**config.mk**
```make
export PLATFORM = sky130hd
export DESIGN_NAME = shift_seq_ctrl
export DESIGN_NICKNAME = d
export VERILOG_FILES = /design/src/rtl/shift_pkg.sv /design/src/rtl/shift_seq_ctrl_rr_arbiter.sv /design/src/rtl/shift_seq_ctrl.sv
export SDC_FILE = /design/constraint.sdc
export NUM_CORES = 1
export LEC_CHECK = 0
export BUFFER_PORTS_ARGS = -buffer_cell sky130_fd_sc_hd__buf_4
export CORE_ASPECT_RATIO = 1.2
export CORE_UTILIZATION = 44
export DETAILED_ROUTE_END_ITERATION = 10
export PLACE_DENSITY = 0.86
export SYNTH_ARGS = -nofsm -noshare
export SYNTH_HDL_FRONTEND = slang
export SYNTH_SLANG_ARGS = --single-unit
```
**constraint.sdc**
```tcl
create_clock -name clk -period 2 [get_ports clk]
set_clock_uncertainty 0.05 [all_clocks]
set_input_delay 0 -clock clk [delete_from_list [all_inputs] [get_ports clk]]
set_output_delay 0 -clock clk [all_outputs]
set_load 0.01 [all_outputs]
```
**src/rtl/shift_pkg.sv**
```systemverilog
// Shared definitions for shift_seq_ctrl: shift register command encoding
// and the sequencer FSM state type.
package shift_pkg;

    localparam logic [1:0] SR_HOLD = 2'd0;
    localparam logic [1:0] SR_SHL  = 2'd1;
    localparam logic [1:0] SR_SHR  = 2'd2;
    localparam logic [1:0] SR_LOAD = 2'd3;

    typedef enum logic [1:0] {
        ST_IDLE,
        ST_LOAD,
        ST_SHIFT,
        ST_DONE
    } state_t;

endpackage

```
**src/rtl/shift_seq_ctrl_rr_arbiter.sv**
```systemverilog
// Round-robin arbiter: one-hot grant searching from the requester after the
// last accepted one; the pointer only moves on an accept strobe.
module rr_arbiter #(
    parameter  int NREQ = 2,
    localparam int IW   = $clog2(NREQ)
) (
    input  logic            clk,
    input  logic            reset,
    input  logic [NREQ-1:0] req,
    input  logic            accept,
    output logic [NREQ-1:0] grant,
    output logic [IW-1:0]   grant_id
);

    logic [IW-1:0] last_q;
    logic          found;
    int unsigned   idx;

    // Pick the first valid requester starting at last_q+1, wrapping around.
    always_comb begin
        grant    = '0;
        grant_id = '0;
        found    = 1'b0;
        idx      = 0;
        for (int unsigned i = 1; i <= NREQ; i++) begin
            idx = (32'(last_q) + i) % NREQ;
            if (!found && req[idx]) begin
                grant[idx] = 1'b1;
                grant_id   = IW'(idx);
                found      = 1'b1;
            end
        end
    end

    // Remember the most recent winner; reset value makes requester 0 win first.
    always_ff @(posedge clk or negedge reset) begin
        if (!reset) begin
            last_q <= IW'(NREQ - 1);
        end else if (accept) begin
            last_q <= grant_id;
        end
    end

endmodule

```
**src/rtl/shift_seq_ctrl.sv**
```systemverilog
// Shift sequencer: arbitrates requesters, loads an external shift register,
// steps it amt_eff times and returns the result with the owner's id.
// Optional per-requester grant counters: define SHIFT_SEQ_STATS_EN.
module shift_seq_ctrl
    import shift_pkg::*;
#(
    parameter  int N    = 16,
    parameter  int NREQ = 2,
    localparam int CW   = $clog2(N) + 1,
    localparam int IW   = $clog2(NREQ)
) (
    input  logic               clk,
    input  logic               reset,
    input  logic [NREQ-1:0]    req_valid,
    output logic [NREQ-1:0]    req_ready,
    input  logic [NREQ*N-1:0]  req_data,
    input  logic [NREQ-1:0]    req_dir,
    input  logic [NREQ*CW-1:0] req_amt,
    output logic               rsp_valid,
    input  logic               rsp_ready,
    output logic [N-1:0]       rsp_data,
    output logic [IW-1:0]      rsp_id,
    output logic [1:0]         sr_control,
    output logic [N-1:0]       sr_data_in,
    input  logic [N-1:0]       sr_data_out,
`ifdef SHIFT_SEQ_STATS_EN
    output logic               busy,
    output logic [NREQ*16-1:0] stat_grants
`else
    output logic               busy
`endif
);

    localparam logic [CW-1:0] N_AMT = CW'(N);

    state_t          state_q, state_d;
    logic [N-1:0]    data_q;
    logic            dir_q;
    logic [IW-1:0]   id_q;
    logic [CW-1:0]   cnt_q;

    logic [NREQ-1:0] grant;
    logic [IW-1:0]   grant_id;
    logic            accept;
    logic [CW-1:0]   amt_sel;
    logic [CW-1:0]   amt_eff;

    // Accept only in IDLE and never while reset is held (outputs must stay 0).
    assign accept  = reset && (state_q == ST_IDLE) && (|req_valid);
    assign amt_sel = req_amt[grant_id*CW +: CW];
    assign amt_eff = (amt_sel > N_AMT) ? N_AMT : amt_sel;

    rr_arbiter #(
        .NREQ (NREQ)
    ) u_arb (
        .clk      (clk),
        .reset    (reset),
        .req      (req_valid),
        .accept   (accept),
        .grant    (grant),
        .grant_id (grant_id)
    );

    // FSM state register.
    always_ff @(posedge clk or negedge reset) begin
        if (!reset) begin
            state_q <= ST_IDLE;
        end else begin
            state_q <= state_d;
        end
    end

    // Latch the granted operand on accept; count down remaining shift steps.
    always_ff @(posedge clk or negedge reset) begin
        if (!reset) begin
            data_q <= '0;
            dir_q  <= 1'b0;
            id_q   <= '0;
            cnt_q  <= '0;
        end else if (accept) begin
            data_q <= req_data[grant_id*N +: N];
            dir_q  <= req_dir[grant_id];
            id_q   <= grant_id;
            cnt_q  <= amt_eff;
        end else if (state_q == ST_SHIFT) begin
            cnt_q  <= cnt_q - CW'(1);
        end
    end

    // Next-state decode and all command/response outputs.
    always_comb begin
        state_d    = state_q;
        req_ready  = '0;
        rsp_valid  = 1'b0;
        rsp_data   = '0;
        rsp_id     = '0;
        sr_control = SR_HOLD;
        sr_data_in = '0;
        busy       = 1'b1;
        case (state_q)
            ST_IDLE: begin
                busy = 1'b0;
                if (accept) begin
                    req_ready = grant;
                    state_d   = ST_LOAD;
                end
            end
            ST_LOAD: begin
                sr_control = SR_LOAD;
                sr_data_in = data_q;
                state_d    = (cnt_q != '0) ? ST_SHIFT : ST_DONE;
            end
            ST_SHIFT: begin
                sr_control = dir_q ? SR_SHR : SR_SHL;
                sr_data_in = sr_data_out;
                if (cnt_q <= CW'(1)) begin
                    state_d = ST_DONE;
                end
            end
            ST_DONE: begin
                rsp_valid = 1'b1;
                rsp_data  = sr_data_out;
                rsp_id    = id_q;
                if (rsp_ready) begin
                    state_d = ST_IDLE;
                end
            end
            default: begin
                state_d = ST_IDLE;
            end
        endcase
    end

`ifdef SHIFT_SEQ_STATS_EN
    // Per-requester saturating grant counters.
    always_ff @(posedge clk or negedge reset) begin
        if (!reset) begin
            stat_grants <= '0;
        end else if (accept) begin
            for (int unsigned i = 0; i < NREQ; i++) begin
                if (grant[i] && (stat_grants[i*16 +: 16] != 16'hFFFF)) begin
                    stat_grants[i*16 +: 16] <= stat_grants[i*16 +: 16] + 16'd1;
                end
            end
        end
    end
`endif

endmodule

```
==> impl_metrics.py, run 1 <==
metrics = {
    "outcome": {
        "status": "finished with violations",
        "failed_checks": "DRC, hold timing",
    },
    "place": {
        "placed_cells": 348,
        "dp_hpwl_um": 3950,
        "placed_cell_area_um2": 2640,
        "gp_congestion": 0.855,
        "dp_worst_setup_slack_ns": 0.299,
        "port_buffers": 103,
    },
    "logic_synthesis": {
        "synth-compound-area-share_pct": 21.8,
        "synth_common_cells": "25 x dfrtp_1, 20 x nor2b_1, 19 x nand2_1",
        "synthAdderAreaFrac_pct": 4.84,
        "synth-async-reset-ratio_pct": 100,
        "synth_area_um2": 1810,
        "synth-seq-cells": 26,
        "synth_top_family_by_area": "compound AO/OA/AOI/OAI gates",
        "synth_cells": 199,
        "synth_top_area_cell": "dfrtp_1",
        "synthFlopType": "dfrtp_1",
        "synth_xor_area_share_pct": 1.94,
        "syn_nets": 271,
        "yosysWarnings": 0,
        "syn_avg_cell_area_um2": 9.10,
        "synth-edff-count": 0,
        "synth_cell_types": 37,
        "yosysSeqAreaShare_pct": 36.0,
        "synth_top_cell_area_share_pct": 34.6,
        "synthMuxAreaShare_pct": 9.40,
        "synth.most_common_cell": "dfrtp_1",
        "synth_area_leaders": "dfrtp_1 35%, mux2i_1 9.4%, nor2b_1 6.9%",
        "yosys.area_share.simple_pct": 20.2,
    },
    "power": {
        "p_int_mw": 2.10,
        "powerDensity_nw_per_um2": 1190,
        "switching_share_pct": 40.8,
        "p_seq_share_pct": 27.1,
        "p_leak_nw": 1.46,
        "totalPowerFinal_mw": 3.55,
        "p_sw_mw": 1.45,
        "p_clk_share_pct": 9.6,
        "peakVddDrop_mv": 0.713,
        "combPwrFrac_pct": 63.3,
    },
    "finish": {
        "drive_above_1_share_pct": 36.6,
        "finalCoreUtilization_pct": 76.1,
        "area_growth_pct": 65.7,
        "final_cells": 382,
        "num_antenna_cells": 0,
        "fin_nets": 401,
        "stdcell_area_um2": 3000,
    },
    "sta": {
        "finalHoldViolations": 1,
        "tightest_slew_ns": 0.481,
        "min_period_over_period_pct": 94.0,
        "relSlewSlack_pct": 68.0,
        "finalWorstSetupSlack_ns": 0.120,
        "setup_violations": 0,
        "max_freq_mhz": 532,
        "hold_slack_ns": -0.000976,
        "setup-tns-final_ns": 0,
        "rsz0062_at_grt": "no",
        "drv_slew": 0,
        "fin_crit_ns": 1.88,
    },
    "grt": {
        "grt_pass1_vias": 2052,
        "antenna_found_initial": 0,
        "grt_max_degree": 30,
        "grt_pass1_wl_um": 9070,
        "gr-total-overflow": 0,
        "grt_use_total_pct": 27.8,
    },
    "detailed_routing": {
        "routed_wl_um": 5750,
        "vias_per_cell": 5.24,
        "first_iter_violations": 60,
        "first_pass_iters": 7,
        "vias": 2001,
        "wl_per_cell_um": 15.0,
        "ant_nets": 0,
        "drc": 1,
    },
    "critical_path": {
        "crit_chain": "a21boi_4, buf_12, mux2i_1, dlygate4sd3_1, o21ai_0",
        "r2r-start": "u_arb.last_q",
        "required_ns": 2.10,
        "cp_max_fo": 29,
        "cp-end-kind": "register",
        "arrival_ns": 1.98,
        "critPathSlowestCell": "dlygate4sd3_1",
        "start_kind": "register",
        "critical_path.max_stage_delay_ns": 0.61,
        "crit_start": "u_arb.last_q",
        "criticalPathCategory": "register to register",
    },
    "worst_hold_path": {
        "hold_class": "input pin to register",
        "min_from": "req_data[8]",
    },
    "cts": {
        "cts_sinks": 26,
        "clk-insertion-delay-late_ns": 0.27,
        "cts_tree": "done",
        "cts_max_level": 1,
        "clkTransAtPathRegs_ns": 0.09,
        "cts_setup_buffers": 0,
        "cts_buffers": 3,
        "cts.path.max_buffers": 2,
        "cts-root-buf": "clkbuf_8",
    },
    "flow_run": {
        "drv_cap": 0,
    },
    "floorplanning": {
        "die_h_um": 72.3,
        "rows": 25,
        "die_area_um2": 4380,
        "core_um2": 3940,
        "start_util_pct": 45.9,
        "die_w_um": 60.6,
        "io_pins": 104,
    },
}
worst max-delay path: cells and delay by family, from the launching register on:
family,cells,cell delay (ns)
compound gates,2,0.26
flops,1,0.39
mux,1,0.22
buf+inv,2,0.83
cell type report:
type	count	area [um^2]
fill	292	942
sequential	26	652
multi-input combinational	152	1060
clock buffer	4	55.1
tap	54	67.6
timing repair buffer	140	1140
inverter	6	22.5
power groups by stage:
stage / logic [mW] / clock network (mW) / registers (mW)
final: 2.25 / 0.343 / 0.962
after floorplan: 1.33 / 0 / 0.922
after global routing: 2.45 / 0.374 / 0.995
after detailed placement: 2.14 / 0 / 0.972
after global placement: 2.08 / 0 / 0.957
after CTS: 2.22 / 0.353 / 0.961
layer usage:
metal  global-route usage (%)  wire (um)
met5                        0          0
met1                     30.4       2090
met4                     13.1        182
met2                     50.8       3250
met3                     4.28        224
cells in the final DEF, fill, tap and decap left out, drive strengths merged, types with 6 or more instances in the layout:
cell type / instances
a21oi: 7
a22oi: 16
and2: 17
buf: 110
dfrtp: 25
dlygate4sd3: 30
ha: 7
inv: 6
mux2i: 17
nand2: 19
nor2b: 20
o21ai: 18
sequential cells by signal, summed over array words and instances, names as in the netlist:
name          count
cnt_q             5
state_q           2
data_q           16
u_arb.last_q      1
dir_q             1
id_q              1
final timing paths:
| path | to | slack (ns) | cells past startpoint |
|---|---|---|---|
| max in group asynchronous | u_arb.last_q | 1.32 | 3 |
| min in group asynchronous | dir_q | 0.27 | 3 |
| setup / recovery | data_q[9] | 0.12 | 5 |
| setup reg to reg | data_q[9] | 0.12 | 5 |
| hold / removal | data_q[8] | -0.001 | 3 |
| hold reg to reg | id_q | 0.43 | 1 |
what timing repair did:
action                                  4_1_cts  5_1_grt
hold buffers                                 29        1
endpoints found under the setup margin        0       14
resized for setup                             0        1
hold endpoints to repair                     42        1
cells by family after synthesis:
family	after synthesis
simple gates	66
compound gates	58
flops	26
buf+inv	21
mux	17
fa+ha+maj	7
xor+xnor	4
(Power assumes the default switching activity.)
==> run 2: changes to the inputs <==
--- a/config.mk
+++ b/config.mk
@@ -7,6 +7,7 @@
 export LEC_CHECK = 0
 export BUFFER_PORTS_ARGS = -buffer_cell sky130_fd_sc_hd__buf_4
 export CORE_ASPECT_RATIO = 1.2
+export CORE_MARGIN = 5
 export CORE_UTILIZATION = 44
 export DETAILED_ROUTE_END_ITERATION = 10
 export PLACE_DENSITY = 0.86
==> impl_metrics.py, run 2 (same netlist as run 1, synthesis figures left out) <==
metrics = {
    "outcome": {
        "status": "complete, no violations",
    },
    "detailed_routing": {
        "wl_per_cell_um": 17.7,
        "drc": 0,
        "ant_nets": 0,
        "first_pass_iters": 4,
        "vias_per_cell": 5.47,
        "vias": 2091,
        "first_iter_violations": 83,
        "routed_wl_um": 6750,
    },
    "finish": {
        "regMostFlops": "data_q",
        "area_growth_pct": 67.0,
        "drive_above_1_share_pct": 37.6,
        "finalCoreUtilization_pct": 76.1,
        "largest_registers": "data_q (16), cnt_q (5), state_q (2)",
        "layout_commonest_cell": "buf_4",
        "final_cells": 382,
        "largest_reg_flops": 16,
        "mostFrequentLayoutCells": "109 x buf_4, 28 x dlygate4sd3_1, 25 x dfrtp_1",
        "stdcell_area_um2": 3020,
        "fin_nets": 400,
    },
    "place": {
        "placed_cells": 347,
        "placed_cell_area_um2": 2640,
        "gp_congestion": 0.790,
        "port_buffers": 103,
        "dp_hpwl_um": 4260,
    },
    "critical_path": {
        "crit_chain": "inv_1, ha_2, buf_4, a22oi_1, nor2b_1, buf_4",
        "rr_worst_depth": 6,
        "r2r-start": "state_q[0]",
        "r2r-end": "cnt_q[1]",
        "required_ns": 1.95,
        "arrival_ns": 1.86,
        "cp-end-kind": "primary output",
        "path_delay_family": "buffers and inverters",
        "r2r_slack_ns": 0.15,
        "cp_max_fo": 13,
        "critical_path.max_stage_delay_ns": 0.42,
        "start_kind": "register",
        "criticalPathCategory": "register to primary output",
        "crit_top_cell": "buf_4",
        "critPathSlowestCell": "dfrtp_1",
        "cp.buffers_inverters": 3,
    },
    "cts": {
        "cts.path.max_buffers": 2,
        "clkTransAtPathRegs_ns": 0.10,
        "cts_tree": "done",
        "cts_buffers": 3,
        "cts_sinks": 26,
        "cts_max_level": 1,
        "cts-root-buf": "clkbuf_8",
        "clk-insertion-delay-late_ns": 0.28,
    },
    "sta": {
        "finalHoldViolations": 0,
        "max_freq_mhz": 524,
        "drv_slew": 0,
        "tightest_slew_ns": 0.471,
        "fin_crit_ns": 1.91,
        "setup-tns-final_ns": 0,
        "min_period_over_period_pct": 95.5,
        "rsz0062_at_grt": "no",
        "setup_violations": 0,
        "relSlewSlack_pct": 68.5,
    },
    "grt": {
        "grt_use_total_pct": 24.7,
        "grt_pass1_vias": 2153,
        "antenna_found_initial": 0,
        "gr-total-overflow": 0,
        "grt_max_degree": 30,
        "grt_pass1_wl_um": 10200,
    },
    "worst_hold_path": {
        "hold_path_end": "data_q[13]",
        "min_from": "req_data[13]",
        "hold_class": "input pin to register",
        "hold_path_depth": 3,
    },
    "floorplanning": {
        "rows": 25,
        "core_um2": 3970,
        "die_area_um2": 5500,
        "io_pins": 104,
        "die_w_um": 68.6,
        "start_util_pct": 45.6,
        "die_h_um": 80.3,
    },
    "power": {
        "switching_share_pct": 41.4,
        "p_clk_share_pct": 11.8,
        "powerDensity_nw_per_um2": 1250,
        "p_leak_nw": 1.46,
        "combPwrFrac_pct": 62.2,
        "p_sw_mw": 1.56,
        "p_int_mw": 2.21,
        "p_seq_share_pct": 26.0,
        "peakVddDrop_mv": 0.837,
    },
    "flow_run": {
        "drv_cap": 0,
    },
}
-- run 2: worst register-to-register path: cells and delay by family (launching register included) --
family                     cells  cell delay (ns)
AOI/OAI and AO/OA              3             0.47
adders and majority gates      1             0.31
buffers and inverters          2             0.46
DFF                            1             0.42
-- run 2: per-stage QoR --
step | hold slack [ns] | setup slack, ns | total power, mW
2_1_floorplan | -0.346 | 0.399 | 2.25
3_3_place_gp | -0.113 | 0.243 | 3.06
3_5_place_dp | -0.111 | 0.186 | 3.14
4_1_cts | 0.000734 | 0.0320 | 3.65
5_1_grt | 0.0248 | 0.0309 | 4.02
6_report | 0.00170 | 0.0905 | 3.77
-- run 2: metal layers --
metal	routed length (um)	GRT usage, %
met3	408	5.17
met2	3730	43.4
met5	0	0
met1	2350	26.9
met4	261	12.7
-- run 2: how the worst max path moves through the flow --
stage / startpoint / end / cells after the start
6_report: state_q[0] / sr_data_in[10] / 6
5_1_grt: state_q[0] / sr_data_in[1] / 6
4_1_cts: u_arb.last_q / data_q[11] / 5
3_5_place_dp: state_q[0] / cnt_q[1] / 6
3_3_place_gp: state_q[0] / state_q[1] / 6
2_1_floorplan: state_q[0] / state_q[1] / 7
-- run 2: final cells by class --
type	count	area [um^2]
clock inverters	1	30.0
clock buffers	3	41.3
repair buffers	138	1120
well taps	54	67.6
fillers	271	948
diodes	1	2.50
multi-input cells	153	1090
inverters	6	22.5
flip-flops and latches	26	652
-- run 2: power by group through the flow --
stage	logic [mW]	registers [mW]	clock network [mW]
after floorplan	1.33	0.922	0
after global placement	2.10	0.961	0
after detailed placement	2.16	0.976	0
after CTS	2.24	0.968	0.444
after global routing	2.54	1.02	0.464
final	2.35	0.979	0.447
-- run 2: timing repair --
action | CTS | global route
hold endpoints to repair | 41 | 0
setup endpoints to repair | 0 | 20
buffers inserted | 0 | 1
gates resized for setup | 0 | 3
hold buffers | 28 | 0
